### src/rtl/led_pkg.sv
// Shared types and helpers for the LED decoder/sequencer.
package led_pkg;

  typedef enum logic [1:0] {
    MODE_DECODE = 2'd0,
    MODE_CHASE  = 2'd1,
    MODE_BLINK  = 2'd2,
    MODE_OFF    = 2'd3
  } mode_e;

  localparam logic [2:0] DEF_ENABLE_CODE = 3'b100;

  // Widest LED bank the helper can address; callers truncate to their width.
  localparam int ONEHOT_MAX_SEL = 8;
  localparam int ONEHOT_MAX_N   = 1 << ONEHOT_MAX_SEL;

  // Zero-extended one-hot of an index; the caller keeps the low LED_N bits.
  function automatic logic [ONEHOT_MAX_N-1:0] onehot(input logic [ONEHOT_MAX_SEL-1:0] idx);
    logic [ONEHOT_MAX_N-1:0] one;
    one = '0;
    one[0] = 1'b1;
    return one << idx;
  endfunction

endpackage

### src/rtl/led_decoder_seq_prescale.sv
// Step-tick prescaler: one tick every PRESCALE running cycles.
module led_prescale_tick
  import led_pkg::*;
#(
  parameter int PRESCALE = 4
) (
  input  logic clk,
  input  logic rst,
  input  logic run,
  input  logic clear,
  output logic tick
);

  localparam int CW = (PRESCALE > 1) ? $clog2(PRESCALE) : 1;

  logic [CW-1:0] cnt;

  assign tick = run && (cnt == CW'(PRESCALE - 1));

  // Count while running, wrap on tick, drop to zero on clear, hold otherwise.
  always_ff @(posedge clk or posedge rst) begin
    if (rst) begin
      cnt <= '0;
    end else if (clear || tick) begin
      cnt <= '0;
    end else if (run) begin
      cnt <= cnt + 1'b1;
    end
  end

endmodule

### src/rtl/led_decoder_seq.sv
// Registered N-to-2^N decoder for active-low LEDs with chase and blink modes.
module led_decoder_seq
  import led_pkg::*;
#(
  parameter int               SEL_W       = 3,
  parameter int               EN_W        = 3,
  parameter logic [EN_W-1:0]  ENABLE_CODE = DEF_ENABLE_CODE,
  parameter int               PRESCALE    = 4
) (
  input  logic               clk,
  input  logic               rst,
  input  logic [EN_W-1:0]    enable,
  input  logic [1:0]         mode,
  input  logic [SEL_W-1:0]   switch,
  output logic [2**SEL_W-1:0] led,
  output logic [SEL_W-1:0]   pos
);

  localparam int LED_N = 2 ** SEL_W;

  typedef logic [LED_N-1:0] led_vec_t;

  mode_e      mode_in;
  mode_e      mode_q;
  logic       gate;
  logic       mode_chg;
  logic       seq_mode;
  logic       run;
  logic       clear;
  logic       tick;
  logic       phase_q;
  logic       phase_next;
  logic [SEL_W-1:0] pos_next;
  led_vec_t   led_next;

  assign mode_in  = mode_e'(mode);
  assign gate     = (enable == ENABLE_CODE);
  assign mode_chg = (mode_in != mode_q);
  assign seq_mode = (mode_in == MODE_CHASE) || (mode_in == MODE_BLINK);
  // A closed gate freezes everything; a mode change restarts the step timing.
  assign run      = gate && !mode_chg && seq_mode;
  assign clear    = gate && (mode_chg || (mode_in == MODE_OFF));

  led_prescale_tick #(
    .PRESCALE (PRESCALE)
  ) u_prescale (
    .clk   (clk),
    .rst   (rst),
    .run   (run),
    .clear (clear),
    .tick  (tick)
  );

  // Next LED pattern, chase position and blink phase for the current mode.
  always_comb begin
    pos_next   = pos;
    phase_next = phase_q;
    led_next   = '1;
    if (gate) begin
      if (mode_chg) begin
        phase_next = 1'b0;
      end
      case (mode_in)
        MODE_DECODE: begin
          led_next = ~led_vec_t'(onehot(ONEHOT_MAX_SEL'(switch)));
        end
        MODE_CHASE: begin
          if (tick) begin
            pos_next = pos + 1'b1;
          end
          led_next = ~led_vec_t'(onehot(ONEHOT_MAX_SEL'(pos_next)));
        end
        MODE_BLINK: begin
          if (tick) begin
            phase_next = ~phase_q;
          end
          led_next = phase_next ? ~led_vec_t'(onehot(ONEHOT_MAX_SEL'(switch))) : '1;
        end
        default: begin
          phase_next = 1'b0;
        end
      endcase
    end
  end

  // Output and state registers; LEDs go dark immediately on reset.
  always_ff @(posedge clk or posedge rst) begin
    if (rst) begin
      led     <= '1;
      pos     <= '0;
      phase_q <= 1'b0;
      mode_q  <= MODE_DECODE;
    end else begin
      led     <= led_next;
      pos     <= pos_next;
      phase_q <= phase_next;
      mode_q  <= mode_in;
    end
  end

endmodule

### config.mk
export PLATFORM = sky130hd
export DESIGN_NAME = led_decoder_seq
export DESIGN_NICKNAME = d
export VERILOG_FILES = /design/src/rtl/led_pkg.sv /design/src/rtl/led_decoder_seq_prescale.sv /design/src/rtl/led_decoder_seq.sv
export SDC_FILE = /design/constraint.sdc
export NUM_CORES = 1
export LEC_CHECK = 0
export BUFFER_PORTS_ARGS = -buffer_cell sky130_fd_sc_hd__buf_2
export CAP_MARGIN = 10
export CELL_PAD_IN_SITES_DETAIL_PLACEMENT = 0
export CELL_PAD_IN_SITES_GLOBAL_PLACEMENT = 1
export CORE_AREA = 3 3 56 58
export CTS_BUF_LIST = sky130_fd_sc_hd__clkbuf_4 sky130_fd_sc_hd__clkbuf_8
export DETAILED_ROUTE_END_ITERATION = 8
export DIE_AREA = 0 0 59 61
export PLACE_DENSITY = 0.71
export REMOVE_ABC_BUFFERS = 1
export SYNTH_ARGS = -nofsm -noshare
export SYNTH_HDL_FRONTEND = slang
export SYNTH_SLANG_ARGS = --single-unit
### constraint.sdc
create_clock -name clk -period 5.4 [get_ports clk]
set_clock_uncertainty 0.15 [all_clocks]
set_input_delay 1.08 -clock clk [delete_from_list [all_inputs] [get_ports clk]]
set_output_delay 1.08 -clock clk [all_outputs]
set_load 0.01 [all_outputs]
==> results of run 1 <==
-- placed cells by master (no fill, tap or decap), types with 2 or more instances in the layout --
cell type / count
xor2_1: 2
and4b_1: 2
nand2_1: 5
nand4_1: 6
o41ai_1: 2
nor4_4: 2
dfrtp_1: 8
and3b_1: 2
buf_2: 20
nor3_1: 2
ha_1: 6
o211ai_1: 2
nand3_1: 3
xnor2_1: 4
clkbuf_4: 3
o21ai_0: 2
inv_1: 5
dfstp_2: 8
mux2i_1: 3
nor2_1: 3
o311ai_1: 2
o2111ai_1: 7
nor3b_1: 4
-- flip-flops by register name (all words and copies together) (netlist names) --
register and cells:
phase_q 1, pos 3, mode_q 2, led 8, u_prescale.cnt 2
-- through the flow --
| step | utilization | instances |
|---|---|---|
| finish | 0.444 | 148 |
| global route | 0.444 | 148 |
| CTS | 0.444 | 148 |
| detailed placement | 0.431 | 144 |
| global placement | 0.431 | 144 |
| floorplan | - | 93 |
-- layer usage --
| layer | wire length, µm | share of wire | vias to the layer above | GRT usage |
|---|---|---|---|---|
| met5 | 0 | 0 | - | 0 |
| met4 | 49 | 0.023 | 0 | 0.0680 |
| met3 | 119 | 0.056 | 5 | 0.0191 |
| met2 | 1030 | 0.48 | 24 | 0.211 |
| met1 | 941 | 0.44 | 409 | 0.166 |
| li1 | - | - | 421 | - |
-- where the power goes --
group | switching [mW] | internal, mW | leakage (nW) | total (mW)
clock network | 0.0397 | 0.0412 | 0.0210 | 0.0808
registers | 0.00159 | 0.124 | 0.191 | 0.125
logic | 0.0254 | 0.0126 | 0.263 | 0.0380
total | 0.0666 | 0.178 | 0.475 | 0.244
-- worst reg2reg max path: stages, from the launching register on --
cell,delay [ns]
dfrtp_1,0.40
ha_1,0.31
a21boi_0,0.21
o211ai_1,0.13
a211oi_2,0.51
o2111ai_1,0.22
-- cells by family (layout without fill, tap and decap cells) --
| family | count (synthesis) | count (layout) | synth area share |
|---|---|---|---|
| muxes | 4 | 4 | 0.0432 |
| adders and majority gates | 6 | 6 | 0.0719 |
| and+or+nand+nor | 35 | 35 | 0.241 |
| xor gates and xnor gates | 6 | 6 | 0.0504 |
| DFF | 16 | 16 | 0.393 |
| AOI/OAI and AO/OA | 21 | 21 | 0.168 |
| buffers and inverters | 9 | 29 | 0.0324 |
-- final cells by class --
class,instances,area share
clock buffers,4,0.0301
inverters,5,0.0156
multi-input cells,72,0.498
flip-flops and latches,16,0.341
well taps,31,0.0322
repair buffers,20,0.0832
-- how the worst max path moves through the flow --
stage               startpoint     end  cells after the start
floorplan              mode[0]  led[0]                      6
global placement       mode[0]  led[4]                      7
detailed placement     mode[0]  led[4]                      7
CTS                    mode[0]  led[4]                      7
global route           mode[0]  led[4]                      7
finish                 mode[0]  led[4]                      7
==> flow_summary.ini, run 1 <==
[cts]
htreeDepth = 1
post_cts_buffers = 0
cts-buffers-inserted = 3
cts_resized = 0
insertion_delay_ns = 0.29
ctsHoldBuffers = 0
clk_pin_slew_ns = 0.09
cts_max_path_buffers = 2
cts_root_buf = clkbuf_4
clock_sinks = 16
cts_tree = done

[synthesis]
ys.flop_type = dfstp_2
synth_edf_count = 0
yosys_warnings = 0
ys_seq_elements = 16
synth_area_leader_cell = dfstp_2
synth_commonest_cells = dfrtp_1 (8), dfstp_2 (8), o2111ai_1 (7)
ys_seq_area_frac = 0.393
synth_area_leaders = dfstp_2 (20%), dfrtp_1 (19%), ha_1 (7.2%)
ys_types = 35
ys_async_sr_fraction = 1.00
synthesis.instances = 97
avgSynthCellArea_um2 = 10.8
syn_area_mm2 = 0.00104
synth_top_area_frac = 0.201

[placed_design]
placed_area_mm2 = 0.00117
dp_slack_ns = 2.35
io_buffers = 20
gp_congestion = 0.799
dp_hpwl_um = 1620

[critical_path]
cpMaxStageDelayCell = a211oi_2
crit_buf_inv = 2
r2r-end = led[4]
path_class = input pin to flip-flop
crit_family = compound AO/OA/AOI/OAI gates
cp.required_ns = 5.44
path_cells = buf_2 > inv_1 > ha_1 > a21boi_0 > o211ai_1 > a211oi_2 > o2111ai_1
end_kind = flip-flop
cp_slowest_stage_delay_ns = 0.51
cp-start-kind = input pin
critPathArrivalTime_ns = 2.79
r2r_start = u_prescale.cnt[0]
rrSetupSlack_ns = 3.38
crit_fanout = 11
ff2ff_path_depth = 5

[routing]
via_per_inst = 5.80
drt_first_pass_iters = 4
drc = 0
drtAntennaViolNets = 0
wirelength_um = 2140
routedWlPerCell_um = 14.5
vias = 859
drtIter0Drc = 27

[global_route]
grt_antenna_before_repair = 0
grt_pass1_vias = 751
grt-ovfl-total = 0
grt_pass1_wl_um = 3480
track_usage = 0.129
grt_max_degree = 17

[timing]
worst_hold_slack_ns = 0.354
slew_headroom = 0.498
drv_slew = 0
worst_pin_slew_ns = 0.752
worst_slack_ns = 2.65
fin_tns_setup_ns = 0
finalSetupViolCount = 0
rsz0062_at_grt = no
final.min_clock_period_ns = 2.75
post-route-period-util = 0.509
hold_violations = 0
fmax_ghz = 0.363

[floorplan]
dieArea_mm2 = 0.00360
die_w_um = 59
rows = 19
fp.coreArea_mm2 = 0.00271
initial_core_util = 0.385
die_h_um = 61
io_pins = 21

[layout]
diodes = 0
fin_area_mm2 = 0.00120
area_growth_pct = 15.3
fillers = 276
multi_input_area_um2 = 599
nets = 134
drive_gt1_frac = 0.333
register_area_um2 = 410

[power]
finalPower_uw = 244
pwr_density_cell_mw_per_mm2 = 203
irDropWorstVdd_mv = 0.175
p_leak_nw = 0.475

[run_status]
status = completed

[min_path]
hp-class = flip-flop to flip-flop
min_path_cells = 2
min-delay-start = u_prescale.cnt[1]
hold_path_end = u_prescale.cnt[1]

[job]
maxCapViolCount = 0
Note: power is estimated with default switching activity, not from simulation.
==> run 2: changes to the inputs <==
==> constraint.sdc (replaced) <==
create_clock -name clk -period 2.6 [get_ports clk]
set_clock_uncertainty 0.15 [all_clocks]
set_input_delay 0.52 -clock clk [delete_from_list [all_inputs] [get_ports clk]]
set_output_delay 0.52 -clock clk [all_outputs]
set_load 0.01 [all_outputs]
==> run 2 against run 1 <==
Against the previous run:
- critical path depth unchanged
- cell area increased by 0.73%
- sequential cell count unchanged
- die area unchanged
- register-to-register slack got worse by 2.7 ns
- sequential share of layout area decreased by 0.25 points
- core utilization increased by 0.32 points
- clock power increased by 81%
- combinational power increased by 110%
- count of clock-buffer cells in the layout unchanged
- sequential power increased by 110%
- highest routed layer unchanged
==> flow_summary.ini, run 2 (synthesized netlist as in run 1, its figures left out) <==
[layout]
nets = 136
layout_commonest_cell = buf_2
max_flop_register = led
drive_gt1_frac = 0.345
area_growth_pct = 16.2
layout_common_cells = buf_2 (20), dfstp_2 (8), dfrtp_1 (8), o2111ai_1 (7)
reg_top3 = led (8), pos (3)
fillers = 282
fin_area_mm2 = 0.00121
largest_reg_flops = 8
diodes = 0

[floorplan]
die_w_um = 59
rows = 19
die_h_um = 61
dieArea_mm2 = 0.00360
fp.coreArea_mm2 = 0.00271
initial_core_util = 0.385
io_pins = 21

[critical_path]
crit_family = compound AO/OA/AOI/OAI gates
rrSetupSlack_ns = 0.68
path_cells = buf_2 > inv_1 > ha_1 > nand2_1 > o41ai_1 > o221ai_1 > o2111ai_1
cp.required_ns = 2.65
crit_buf_inv = 2
end_kind = flip-flop
cp-start-kind = input pin
cpMaxStageDelayCell = o41ai_1
critPathLaunch = mode[0]
r2r-end = led[4]
crit_fanout = 11
r2r_start = pos[0]
path_class = input pin to flip-flop
ff2ff_path_depth = 5
cp_slowest_stage_delay_ns = 0.46
critPathArrivalTime_ns = 2.19

[routing]
via_per_inst = 5.83
drtIter0Drc = 43
drtAntennaViolNets = 0
routedWlPerCell_um = 14.3
drc = 0
drt_first_pass_iters = 5
vias = 874
wirelength_um = 2150

[global_route]
met1_usage = 0.175
grt_pass1_vias = 790
grt_pass1_wl_um = 3650
grt-ovfl-total = 0
grt_antenna_before_repair = 0
track_usage = 0.136
top_usage_layer = met2
grt_use_met2 = 0.224
grt_max_degree = 17
met3_usage = 0.0191

[run_status]
status = completed

[cts]
cts_max_path_buffers = 2
post_cts_buffers = 0
clk_pin_slew_ns = 0.09
cts_resized = 0
ctsHoldBuffers = 0
htreeDepth = 1
clock_sinks = 16
cts-buffers-inserted = 3
cts_root_buf = clkbuf_4
cts_tree = done
insertion_delay_ns = 0.28

[power]
power_frac_clock = 0.299
finalPower_uw = 487
pwr_density_cell_mw_per_mm2 = 402
power_frac_comb = 0.166
p_int_uw = 355
p_leak_nw = 0.483
irDropWorstVdd_mv = 0.280
p_sw_frac = 0.272
sequentialPowerShare = 0.535
switchingPower_uw = 133

[timing]
finalSetupViolCount = 0
fin_tns_setup_ns = 0
hold_violations = 0
slew_headroom = 0.552
worst_pin_slew_ns = 0.669
post-route-period-util = 0.823
rsz0062_at_grt = no
drv_slew = 0
final.min_clock_period_ns = 2.14
fmax_ghz = 0.467

[placed_design]
io_buffers = 20
gp_congestion = 0.795
placed_area_mm2 = 0.00118
dp_hpwl_um = 1670

[job]
maxCapViolCount = 0

[min_path]
hp-class = input pin to async pin
run 2: cell types whose count changed in the layout (fill, tap and decap cells not counted):
cell      before  now
buf_4          0    2
clkbuf_4       3    4
clkbuf_8       1    0
run 2: final cells by class:
cell class,instances,area (µm²),area share
clock buffers,4,30.0,0.0248
inverters,5,18.8,0.0155
multi-input cells,72,599,0.494
flip-flops and latches,16,410,0.338
well taps,31,38.8,0.0320
repair buffers,22,115,0.0949
run 2: worst max path at each step:
stage | endpoint | slack (ns) | cells after the start
finish | led[2] | 0.46 | 7
global route | led[6] | 0.31 | 7
CTS | led[6] | 0.48 | 7
detailed placement | led[4] | 0.20 | 7
global placement | led[6] | 0.23 | 7
floorplan | led[0] | 0.54 | 6
run 2: metal layers:
layer  routed length [µm]  vias up
met5                    0        -
met4                   37        0
met3                  105        6
met2                 1070       27
met1                  941      414
li1                     -      427
run 2: stage by stage:
step	util	std cells	setup slack [ns]	hold slack, ns
CTS	0.447	150	0.482	0.158
floorplan	-	93	0.536	0.278
global route	0.447	150	0.312	0.187
global placement	0.436	146	0.234	0.322
finish	0.447	150	0.460	0.136
detailed placement	0.436	146	0.203	0.340
run 2: power by group through the flow:
| stage | Sequential [mW] | Combinational [mW] | Clock, mW |
|---|---|---|---|
| final | 0.261 | 0.0811 | 0.146 |
| after global routing | 0.262 | 0.0915 | 0.161 |
| after CTS | 0.261 | 0.0813 | 0.153 |
| after detailed placement | 0.265 | 0.0810 | 0 |
| after global placement | 0.265 | 0.0805 | 0 |
| after floorplan | 0.266 | 0.0502 | 0 |
